## src/rtl/cas_fsk_player.sv

```systemverilog
// CAS image to MSX 1200-baud FSK player: fetches 8-byte groups from the cassette buffer,
// replaces sync groups with header tone and frames every other byte. Optional: CAS_SILENCE_EN.
module cas_fsk_player #(
    parameter int HALF_1200     = 2238,
    parameter int HALF_2400     = 1119,
    parameter int LONG_HDR      = 16000,
    parameter int SHORT_HDR     = 4000,
    parameter int SILENCE_TICKS = 5369318
) (
    input  logic        clk,
    input  logic        reset,
    input  logic        ce_5m3,
    input  logic        play,
    input  logic        rewind,
    input  logic [26:0] cas_size,
    output logic [26:0] ram_a,
    output logic        ram_rd,
    input  logic [7:0]  ram_di,
    input  logic        ram_ready,
    output logic        cas_out,
    output logic        eof,
    output logic        busy
);

    // The tick counter is sized for the longest interval it may time.
    localparam int TICK_MAX = (SILENCE_TICKS > HALF_1200) ? SILENCE_TICKS : HALF_1200;
    localparam int TICK_W   = $clog2(TICK_MAX + 1);

    localparam logic [TICK_W-1:0] H12_M1 = TICK_W'(HALF_1200 - 1);
    localparam logic [TICK_W-1:0] H24_M1 = TICK_W'(HALF_2400 - 1);
    localparam logic [15:0]       LNG_M1 = 16'(LONG_HDR - 1);
    localparam logic [15:0]       SHT_M1 = 16'(SHORT_HDR - 1);
`ifdef CAS_SILENCE_EN
    localparam logic [TICK_W-1:0] SIL_M1 = TICK_W'(SILENCE_TICKS - 1);
`endif

    typedef enum logic [2:0] {
        S_IDLE, S_FETCH, S_CHECK, S_PEEK, S_SILENCE, S_HEADER, S_DATA
    } state_t;

    function automatic logic sync_match(input logic [63:0] g);
        return g == 64'h1FA6_DEBA_CC13_7D74;
    endfunction

    function automatic logic lead_is_long(input logic [7:0] b);
        return (b == 8'hD3) || (b == 8'hEA) || (b == 8'hD0);
    endfunction

    state_t              state_r, state_n;
    logic [26:0]         gp_r, gp_n;
    logic [26:0]         addr_r, addr_n;
    logic                rd_r, rd_n;
    logic [3:0]          idx_r, idx_n;
    logic [3:0]          cnt_r, cnt_n;
    logic [2:0]          byte_r, byte_n;
    logic [3:0]          bit_r, bit_n;
    logic [1:0]          ph_r, ph_n;
    logic [TICK_W-1:0]   tick_r, tick_n;
    logic [15:0]         hdr_r, hdr_n;
    logic                long_r, long_n;
    logic                cas_r, cas_n;
    logic                eof_r, eof_n;
    logic                busy_r, busy_n;
    logic [7:0]          grp_r [8];

    logic                cap_s;
    logic                run_s;
    logic                fetch_end_s;
    logic                peek_end_s;
    logic [63:0]         grp_flat_s;
    logic [7:0]          cur_byte_s;
    logic [2:0]          bit_sel_s;
    logic                bit_val_s;
    logic                half_last_s;
    logic                ph_last_s;

    assign run_s       = ce_5m3 & play;
    assign fetch_end_s = ({1'b0, gp_r} + {24'd0, idx_r}) >= {1'b0, cas_size};
    assign peek_end_s  = ({1'b0, gp_r} + 28'd8) >= {1'b0, cas_size};
    assign grp_flat_s  = {grp_r[0], grp_r[1], grp_r[2], grp_r[3],
                          grp_r[4], grp_r[5], grp_r[6], grp_r[7]};
    assign cur_byte_s  = grp_r[byte_r];
    // Frame bits 1..8 carry d0..d7; bit 8 wraps the 3-bit selector to 7.
    assign bit_sel_s   = bit_r[2:0] - 3'd1;

    // Current frame bit value and its half-period / half-count limits.
    always_comb begin
        bit_val_s = 1'b1;
        case (bit_r)
            4'd0:        bit_val_s = 1'b0;
            4'd9, 4'd10: bit_val_s = 1'b1;
            default:     bit_val_s = cur_byte_s[bit_sel_s];
        endcase
        if (bit_val_s) begin
            half_last_s = (tick_r == H24_M1);
            ph_last_s   = (ph_r == 2'd3);
        end else begin
            half_last_s = (tick_r == H12_M1);
            ph_last_s   = (ph_r == 2'd1);
        end
    end

    // Next-state and next-output logic.
    always_comb begin
        state_n = state_r;
        gp_n    = gp_r;
        addr_n  = addr_r;
        rd_n    = rd_r;
        idx_n   = idx_r;
        cnt_n   = cnt_r;
        byte_n  = byte_r;
        bit_n   = bit_r;
        ph_n    = ph_r;
        tick_n  = tick_r;
        hdr_n   = hdr_r;
        long_n  = long_r;
        cas_n   = cas_r;
        eof_n   = eof_r;
        busy_n  = busy_r;
        cap_s   = 1'b0;
        case (state_r)
            S_IDLE: begin
                busy_n = 1'b0;
                cas_n  = 1'b0;
                if (gp_r >= cas_size) begin
                    eof_n = 1'b1;
                end else if (play) begin
                    state_n = S_FETCH;
                    idx_n   = 4'd0;
                end else begin
                    idx_n = idx_r;
                end
            end
            S_FETCH: begin
                if (rd_r) begin
                    if (ram_ready) begin
                        cap_s = 1'b1;
                        rd_n  = 1'b0;
                        idx_n = idx_r + 4'd1;
                    end else begin
                        rd_n = 1'b1;
                    end
                end else if ((idx_r == 4'd8) || fetch_end_s) begin
                    state_n = S_CHECK;
                    cnt_n   = idx_r;
                end else if (play) begin
                    rd_n   = 1'b1;
                    addr_n = gp_r + {23'd0, idx_r};
                end else begin
                    rd_n = 1'b0;
                end
            end
            S_CHECK: begin
                if (!play) begin
                    state_n = S_CHECK;
                end else if ((cnt_r == 4'd8) && sync_match(grp_flat_s)) begin
                    state_n = S_PEEK;
                    idx_n   = 4'd0;
                end else begin
                    state_n = S_DATA;
                    byte_n  = 3'd0;
                    bit_n   = 4'd0;
                    ph_n    = 2'd0;
                    tick_n  = {TICK_W{1'b0}};
                    cas_n   = 1'b1;
                    busy_n  = 1'b1;
                end
            end
            S_PEEK: begin
                // idx_r doubles as the "lead byte known" flag here.
                if (rd_r) begin
                    if (ram_ready) begin
                        rd_n   = 1'b0;
                        idx_n  = 4'd1;
                        long_n = lead_is_long(ram_di);
                    end else begin
                        rd_n = 1'b1;
                    end
                end else if ((idx_r == 4'd0) && peek_end_s) begin
                    idx_n  = 4'd1;
                    long_n = 1'b0;
                end else if (idx_r == 4'd0) begin
                    if (play) begin
                        rd_n   = 1'b1;
                        addr_n = gp_r + 27'd8;
                    end else begin
                        rd_n = 1'b0;
                    end
                end else if (play) begin
                    tick_n = {TICK_W{1'b0}};
                    ph_n   = 2'd0;
                    hdr_n  = 16'd0;
                    busy_n = 1'b1;
`ifdef CAS_SILENCE_EN
                    if (long_r) begin
                        state_n = S_SILENCE;
                        cas_n   = 1'b0;
                    end else begin
                        state_n = S_HEADER;
                        cas_n   = 1'b1;
                    end
`else
                    state_n = S_HEADER;
                    cas_n   = 1'b1;
`endif
                end else begin
                    state_n = S_PEEK;
                end
            end
            S_SILENCE: begin
`ifdef CAS_SILENCE_EN
                if (!run_s) begin
                    tick_n = tick_r;
                end else if (tick_r == SIL_M1) begin
                    state_n = S_HEADER;
                    tick_n  = {TICK_W{1'b0}};
                    ph_n    = 2'd0;
                    hdr_n   = 16'd0;
                    cas_n   = 1'b1;
                end else begin
                    tick_n = tick_r + TICK_W'(1);
                end
`else
                state_n = S_HEADER;
                cas_n   = 1'b1;
`endif
            end
            S_HEADER: begin
                if (!run_s) begin
                    tick_n = tick_r;
                end else if (tick_r != H24_M1) begin
                    tick_n = tick_r + TICK_W'(1);
                end else begin
                    tick_n = {TICK_W{1'b0}};
                    if (ph_r == 2'd0) begin
                        ph_n  = 2'd1;
                        cas_n = 1'b0;
                    end else if (hdr_r == (long_r ? LNG_M1 : SHT_M1)) begin
                        state_n = S_IDLE;
                        gp_n    = gp_r + 27'd8;
                        busy_n  = 1'b0;
                        cas_n   = 1'b0;
                    end else begin
                        hdr_n = hdr_r + 16'd1;
                        ph_n  = 2'd0;
                        cas_n = 1'b1;
                    end
                end
            end
            S_DATA: begin
                if (!run_s) begin
                    tick_n = tick_r;
                end else if (!half_last_s) begin
                    tick_n = tick_r + TICK_W'(1);
                end else begin
                    tick_n = {TICK_W{1'b0}};
                    if (!ph_last_s) begin
                        ph_n  = ph_r + 2'd1;
                        cas_n = ~cas_r;
                    end else if (bit_r != 4'd10) begin
                        bit_n = bit_r + 4'd1;
                        ph_n  = 2'd0;
                        cas_n = 1'b1;
                    end else if ({1'b0, byte_r} == (cnt_r - 4'd1)) begin
                        state_n = S_IDLE;
                        gp_n    = gp_r + 27'd8;
                        busy_n  = 1'b0;
                        cas_n   = 1'b0;
                    end else begin
                        byte_n = byte_r + 3'd1;
                        bit_n  = 4'd0;
                        ph_n   = 2'd0;
                        cas_n  = 1'b1;
                    end
                end
            end
            default: begin
                state_n = S_IDLE;
                rd_n    = 1'b0;
                cas_n   = 1'b0;
                busy_n  = 1'b0;
            end
        endcase
    end

    // State and output registers; rewind restarts playback like reset.
    always_ff @(posedge clk) begin
        if (reset || rewind) begin
            state_r <= S_IDLE;
            gp_r    <= 27'd0;
            addr_r  <= 27'd0;
            rd_r    <= 1'b0;
            idx_r   <= 4'd0;
            cnt_r   <= 4'd0;
            byte_r  <= 3'd0;
            bit_r   <= 4'd0;
            ph_r    <= 2'd0;
            tick_r  <= {TICK_W{1'b0}};
            hdr_r   <= 16'd0;
            long_r  <= 1'b0;
            cas_r   <= 1'b0;
            eof_r   <= 1'b0;
            busy_r  <= 1'b0;
        end else begin
            state_r <= state_n;
            gp_r    <= gp_n;
            addr_r  <= addr_n;
            rd_r    <= rd_n;
            idx_r   <= idx_n;
            cnt_r   <= cnt_n;
            byte_r  <= byte_n;
            bit_r   <= bit_n;
            ph_r    <= ph_n;
            tick_r  <= tick_n;
            hdr_r   <= hdr_n;
            long_r  <= long_n;
            cas_r   <= cas_n;
            eof_r   <= eof_n;
            busy_r  <= busy_n;
        end
    end

    // Group buffer capture on a completed fetch read.
    always_ff @(posedge clk) begin
        if (cap_s) begin
            grp_r[idx_r[2:0]] <= ram_di;
        end
    end

    assign ram_a   = addr_r;
    assign ram_rd  = rd_r;
    assign cas_out = cas_r;
    assign eof     = eof_r;
    assign busy    = busy_r;

endmodule

```

## config.mk

```make
export PLATFORM = sky130hd
export DESIGN_NAME = cas_fsk_player
export DESIGN_NICKNAME = d
export VERILOG_FILES = /design/src/rtl/cas_fsk_player.sv
export SDC_FILE = /design/constraint.sdc
export NUM_CORES = 1
export LEC_CHECK = 0
export ABC_AREA = 1
export BUFFER_PORTS_ARGS = -buffer_cell sky130_fd_sc_hd__buf_4
export CORE_ASPECT_RATIO = 1.5
export CORE_MARGIN = 3
export CORE_UTILIZATION = 35
export CTS_CLUSTER_DIAMETER = 200
export DETAILED_ROUTE_END_ITERATION = 6
export PLACE_DENSITY_LB_ADDON = 0.15
export SLEW_MARGIN = 15
export SYNTH_ARGS = -nofsm -noshare
export SYNTH_HDL_FRONTEND = slang
export SYNTH_SLANG_ARGS = --single-unit
export TNS_END_PERCENT = 1
```

## constraint.sdc

```tcl
create_clock -name clk -period 5.7 [get_ports clk]
set_clock_uncertainty 0.1 [all_clocks]
set_input_delay 0.285 -clock clk [delete_from_list [all_inputs] [get_ports clk]]
set_output_delay 0.285 -clock clk [all_outputs]
set_load 0.01 [all_outputs]
```

==> results.ini, run 1 <==
[run_status]
outcome = finished, violations left
violations = DRC

[sta]
tns_ns = 0
finalCritPeriodShare_pct = 81.6
maxSlewHeadroom_pct = 28.2
tightest_slew_ns = 1.07
setup_viol = 0
finalCriticalPeriod_ns = 4.65
hold_viol_final = 0
hold_slack_ns = 0.0197
rsz0062_at_grt = no
fmax_ghz = 0.215
drv_slew = 0

[global_route]
grt_overflow = 0
grt_pass1_wl_um = 60800
grt_pass1_vias = 11400
grt_max_degree = 68
globalRouteTotalUtil_pct = 21.4
antenna_found_initial = 0

[pwr]
p_sw_share_pct = 31.0
p_leak_uw = 0.00595
p_comb_share_pct = 13.9
p_int_uw = 2110
irDropWorstVdd_mv = 0.204
power.density_mw_per_mm2 = 223
seqPwrFrac_pct = 45.5
clock_power_share_pct = 40.6
switching_power_uw = 947

[synthesis]
synth_top_flop_cell = dfxtp_1
synthesis.area_mm2 = 0.0122
syn_avg_cell_area_um2 = 7.04
yosysWarnings = 0
synth.yosys.seq_area_share_pct = 35.2
synth-async-reset-ratio_pct = 0
syn-num-nets = 1857
ys_ff_latch = 182
synthCells = 1726
yosysUniqueCellTypes = 57
synth_edf_count = 64

[run]
max_cap_violations = 0

[critical_path]
path_class = reg -> reg
critical_path.max_fanout = 28
start_kind = flop
endpoint_kind = flop
cp.required_ns = 6.00
arrival_ns = 4.95

[routing]
ant_nets = 0
wl_met1_um = 14900
wirelength_um = 39300
dr_wl_met2_um = 21400
drcViolationCount = 2
via_count = 11400
first_iter_violations = 651
drtPass1Iterations = 7
vias_per_cell = 5.15
wl_per_cell_um = 17.7
top_layer = met4
dr_wl_met3_um = 988

[die]
start_util_pct = 35.5
coreArea_mm2 = 0.0343
fp.dieH_um = 234
die_x_um = 158
die_area_mm2 = 0.0370
num_rows = 83
pin_count = 72

[cts]
cts_buffer_depth = 2
cts.sinks = 182
cts_tree = done
htree_levels = 4
clk_latency_ns = 0.46
root_buffer = clkbuf_16
cts_made_buffers = 17
path_clk_slew_ns = 0.08
postCtsSetupRepairBufs = 0

[cells_and_area]
diodes = 0
drive_above_1_share_pct = 8.47
final_cell_mix = 403 x nand2_1, 219 x nor2_1, 217 x inv_1, 118 x nand3_1, 118 x dfxtp_1
area_growth_syn_to_layout_pct = 12.9
fin_nets = 1913
final_common_cell = nand2_1
utilization_pct = 40.0
fin_area_mm2 = 0.0137
fill_cells = 3625

[worst_hold_path]
min_path_type = in -> reg

[place]
dpl_cell_area_mm2 = 0.0131
io_buffers = 71
dp_hpwl_um = 30500
gp_congestion = 0.967

## path summary, 6_finish.rpt
check,slack (ns),end,start,depth (start not counted)
worst max-delay path,1.05,ram_a[14]$_SDFFE_PP0P_,gp_r[3]$_SDFFE_PP0P_,21
worst min-delay path,0.02,grp_r[0][5]$_DFFE_PP_,ram_di[5],1
worst max register to register,1.05,ram_a[14]$_SDFFE_PP0P_,gp_r[3]$_SDFFE_PP0P_,21
worst min register to register,0.38,cnt_r[1]$_SDFFE_PP0P_,cnt_r[1]$_SDFFE_PP0P_,2
## area by class of cell
cell class | count | area, um^2 | share of cell area [%]
clock inverter | 15 | 189 | 1.38
timing repair buffer | 82 | 618 | 4.50
inverter | 227 | 858 | 6.26
multi-input combinational | 1272 | 6810 | 49.7
tap | 425 | 532 | 3.88
clock buffer | 17 | 425 | 3.10
sequential | 182 | 4280 | 31.2
## through the flow
stage                     cells  worst slack (ns)  total power (uW)
after floorplan            1726              2.29              1690
after global placement     2187              1.07              1850
after detailed placement   2187              1.02              1850
after CTS                  2220             0.997              3090
after global routing       2220             0.658              3200
final                      2220              1.05              3050
## synth_stat cells, drive strengths merged (8+ instances only)
library cell / n / area [um^2]
ha: 90 / 1130
xnor2: 8 / 70.1
dfxtp: 118 / 2360
nor4: 28 / 175
nor3: 50 / 267
buf: 24 / 136
nand2: 410 / 1570
xor2: 49 / 429
nor2: 229 / 897
nand4: 44 / 275
inv: 224 / 841
clkbuf: 21 / 80.1
edfxtp: 64 / 1920
nand3: 121 / 621
o21ai: 89 / 457
a21oi: 103 / 515
## power by group through the flow
stage | logic [uW] | registers [uW] | clock network, uW
CTS | 430 | 1390 | 1270
floorplan | 277 | 1420 | 0
global placement | 427 | 1420 | 0
global route | 483 | 1390 | 1320
detailed placement | 428 | 1420 | 0
finish | 425 | 1390 | 1240
## critical path, cell delays in order (launching register included)
cell,delay [ns]
dfxtp_1,0.44
ha_1,0.22
nand3_1,0.18
nor2_1,0.39
nand2_1,0.16
nor3_1,0.59
nand2_1,0.18
xor2_1,0.20
ha_1,0.28
nand2_1,0.05
inv_1,0.06
nand3_1,0.16
nor3_1,0.23
nand2_1,0.07
nand4_1,0.15
or2_1,0.15
nand2_2,0.07
nand2_4,0.32
clkinv_4,0.29
nand2_1,0.12
nand2_1,0.06
nor2_1,0.11
## cells by family after synthesis
| group | Yosys count | synth area share [%] |
|---|---|---|
| multiplexers | 1 | 0.0824 |
| flip-flops | 182 | 35.2 |
| AND/OR/NAND/NOR | 896 | 32.1 |
| AO/OA/AOI/OAI | 228 | 10.4 |
| adder cells (fa/ha/maj) | 90 | 9.26 |
| buffers and inverters | 272 | 8.84 |
| XOR/XNOR | 57 | 4.11 |
## sequential cells by signal, summed over array words and instances (netlist names), 2 cells and up, named ones only
| signal | count |
|---|---|
| idx_r | 4 |
| state_r | 3 |
| ph_r | 2 |
| byte_r | 3 |
| hdr_r | 16 |
| cnt_r | 4 |
| bit_r | 4 |
| tick_r | 23 |
| ram_a | 27 |
| gp_r | 24 |
| grp_r | 64 |
## layer usage
| metal | GRT usage, % | vias up |
|---|---|---|
| met5 | 0 | - |
| met4 | 11.5 | 0 |
| met3 | 2.62 | 99 |
| met2 | 41.0 | 222 |
| met1 | 22.3 | 5298 |
| li1 | - | 5814 |
## what timing repair did
item	4_1_cts	5_1_grt
endpoints found under the hold margin	7	0
resized for setup	0	0
hold buffers	1	0
(Power assumes the default switching activity.)
==> run 2: changes to the inputs <==
Clock period 5.7 ns to 3.8 ns, I/O delays scaled along.
==> run 2 against run 1 <==
  * The flow now finishes without violations
  * Sequential power increased by 50%
  * Non-clock buffer count rose by 106
  * Hold slack better by 0.044 ns
  * First-iteration DRC count grew 8.8%
  * Sequential share of layout area fell by 2.8 points
  * Total power up 55%
  * Register-to-register slack got worse by 0.89 ns
  * Combinational power grew 79%
  * Largest power group unchanged
==> results.ini, run 2 (same netlist as run 1, synthesis figures left out) <==
[critical_path]
cpPeakStageDelay_ns = 0.33
crit_top_cell = nand2_1
critical_path.max_fanout = 8
arrival_ns = 3.90
cp_cell_sequence = buf_4 > nand2_1 > nor2_1 > nand2_1 > nor2_4 > buf_4 > nand2_2 > xor2_2 > ha_1 > nand2_1 > inv_1 > o21ai_0 > nand2_1 > nand3_1 > nand3_1 > nor2_1 > nand4_1 > or2_1 > nand2_2 > nand2_8 > clkbuf_16 > o21ai_1 > nor2_1
cp.required_ns = 4.06
start_kind = flop
critPathSlowestCell = dfxtp_1
path_class = reg -> reg
endpoint_kind = flop

[place]
dpl_cell_area_mm2 = 0.0138
gp_congestion = 0.928
io_buffers = 71
dp_hpwl_um = 31300

[global_route]
grt_pass1_vias = 11700
grt_overflow = 0
grt_max_degree = 41
grt_pass1_wl_um = 61400
globalRouteTotalUtil_pct = 21.5
antenna_found_initial = 0

[routing]
via_count = 12000
ant_nets = 0
drcViolationCount = 0
wl_per_cell_um = 17.4
drtPass1Iterations = 5
vias_per_cell = 5.17
first_iter_violations = 708
wirelength_um = 40500

[die]
die_area_mm2 = 0.0370
start_util_pct = 35.5
num_rows = 83
coreArea_mm2 = 0.0343
pin_count = 72
die_x_um = 158
fp.dieH_um = 234

[sta]
maxSlewHeadroom_pct = 34.6
hold_viol_final = 0
finalCritPeriodShare_pct = 95.7
hold_slack_ns = 0.0638
drv_slew = 0
rsz0062_at_grt = yes
fmax_ghz = 0.275
tightest_slew_ns = 0.978
finalCriticalPeriod_ns = 3.64
setup_viol = 0

[cts]
cts_tree = done
cts_made_buffers = 17
path_clk_slew_ns = 0.08
cts.sinks = 182
root_buffer = clkbuf_16
clk_latency_ns = 0.47
cts_buffer_depth = 2
htree_levels = 4

[pwr]
irDropWorstVdd_mv = 0.318
power.density_mw_per_mm2 = 314
total_power_uw = 4750
p_leak_uw = 0.00665

[cells_and_area]
largest_reg_flops = 64
final_common_cell = nand2_1
utilization_pct = 44.1
diodes = 0
drive_above_1_share_pct = 17.1
fin_nets = 2020
final_cell_mix = 397 x nand2_1, 217 x inv_1, 210 x nor2_1, 168 x buf_4, 115 x nand3_1
area_growth_syn_to_layout_pct = 24.4
fin_area_mm2 = 0.0151

[run]
max_cap_violations = 0

[worst_hold_path]
min_path_type = in -> reg

[run_status]
outcome = finished, final reports clean

-- run 2: changes by cell type in the layout (fill, tap and decap cells not counted), sizes merged --
cell | before | now
buf | 81 | 178
dlygate4sd3 | 1 | 8
clkbuf | 17 | 19
clkinvlp | 2 | 0
clkinv | 8 | 9
inv | 232 | 233
nand2 | 410 | 411
-- run 2: path summary, 6_finish.rpt --
check                         startpoint                      to  slack (ns)  depth (start not counted)
setup / recovery   gp_r[21]$_SDFFE_PP0P_   ram_a[7]$_SDFFE_PP0P_        0.16                         23
hold / removal                     reset       busy$_SDFFE_PP0P_        0.06                          4
hold reg to reg   ram_a[17]$_SDFFE_PP0P_  ram_a[17]$_SDFFE_PP0P_        0.39                          2
setup reg to reg   gp_r[21]$_SDFFE_PP0P_   ram_a[7]$_SDFFE_PP0P_        0.16                         23
-- run 2: per-stage QoR --
stage,setup WS (ns),setup TNS [ns],std cells
floorplan,0.392,0,1726
global placement,-0.291,-4.99,2274
detailed placement,-0.363,-8.19,2274
CTS,0.0264,0,2314
global route,-0.0481,-0.509,2327
finish,0.164,0,2327
-- run 2: area by class of cell --
type / instances / area, um^2
Fill cell: 3556 / 19200
Multi-Input combinational cell: 1273 / 7250
Sequential cell: 182 / 4300
Timing Repair Buffer: 188 / 1530
Inverter: 227 / 866
Tap cell: 425 / 532
Clock buffer: 17 / 425
Clock inverter: 15 / 216
-- run 2: timing repair --
action	in CTS	in global routing
setup buffers	0	10
gates resized for setup	12	100
hold buffers	8	0
setup endpoints to repair	35	60
pin swaps	1	28
hold endpoints to repair	64	0
cloned	0	3
-- run 2: power by group --
part	switching, uW	internal, uW
Clock	981	925
Sequential	35.1	2040
Combinational	471	290
Total	1490	3260
-- run 2: layer usage --
metal	vias to the layer above	part of all wire, %	track usage, %
met5	-	0	0
met4	0	5.8	11.8
met3	120	3.1	3.08
met2	297	54	41.8
met1	5583	37	21.5
li1	6021	-	-
-- run 2: critical path: cells and delay by family, from the launching register on --
| kind | cells | cell delay, ns |
|---|---|---|
| AO/OA/AOI/OAI | 2 | 0.19 |
| flip-flops | 1 | 0.33 |
| AND/OR/NAND/NOR | 15 | 1.94 |
| buffers and inverters | 4 | 0.49 |
| adder cells (fa/ha/maj) | 1 | 0.29 |
| XOR/XNOR | 1 | 0.16 |
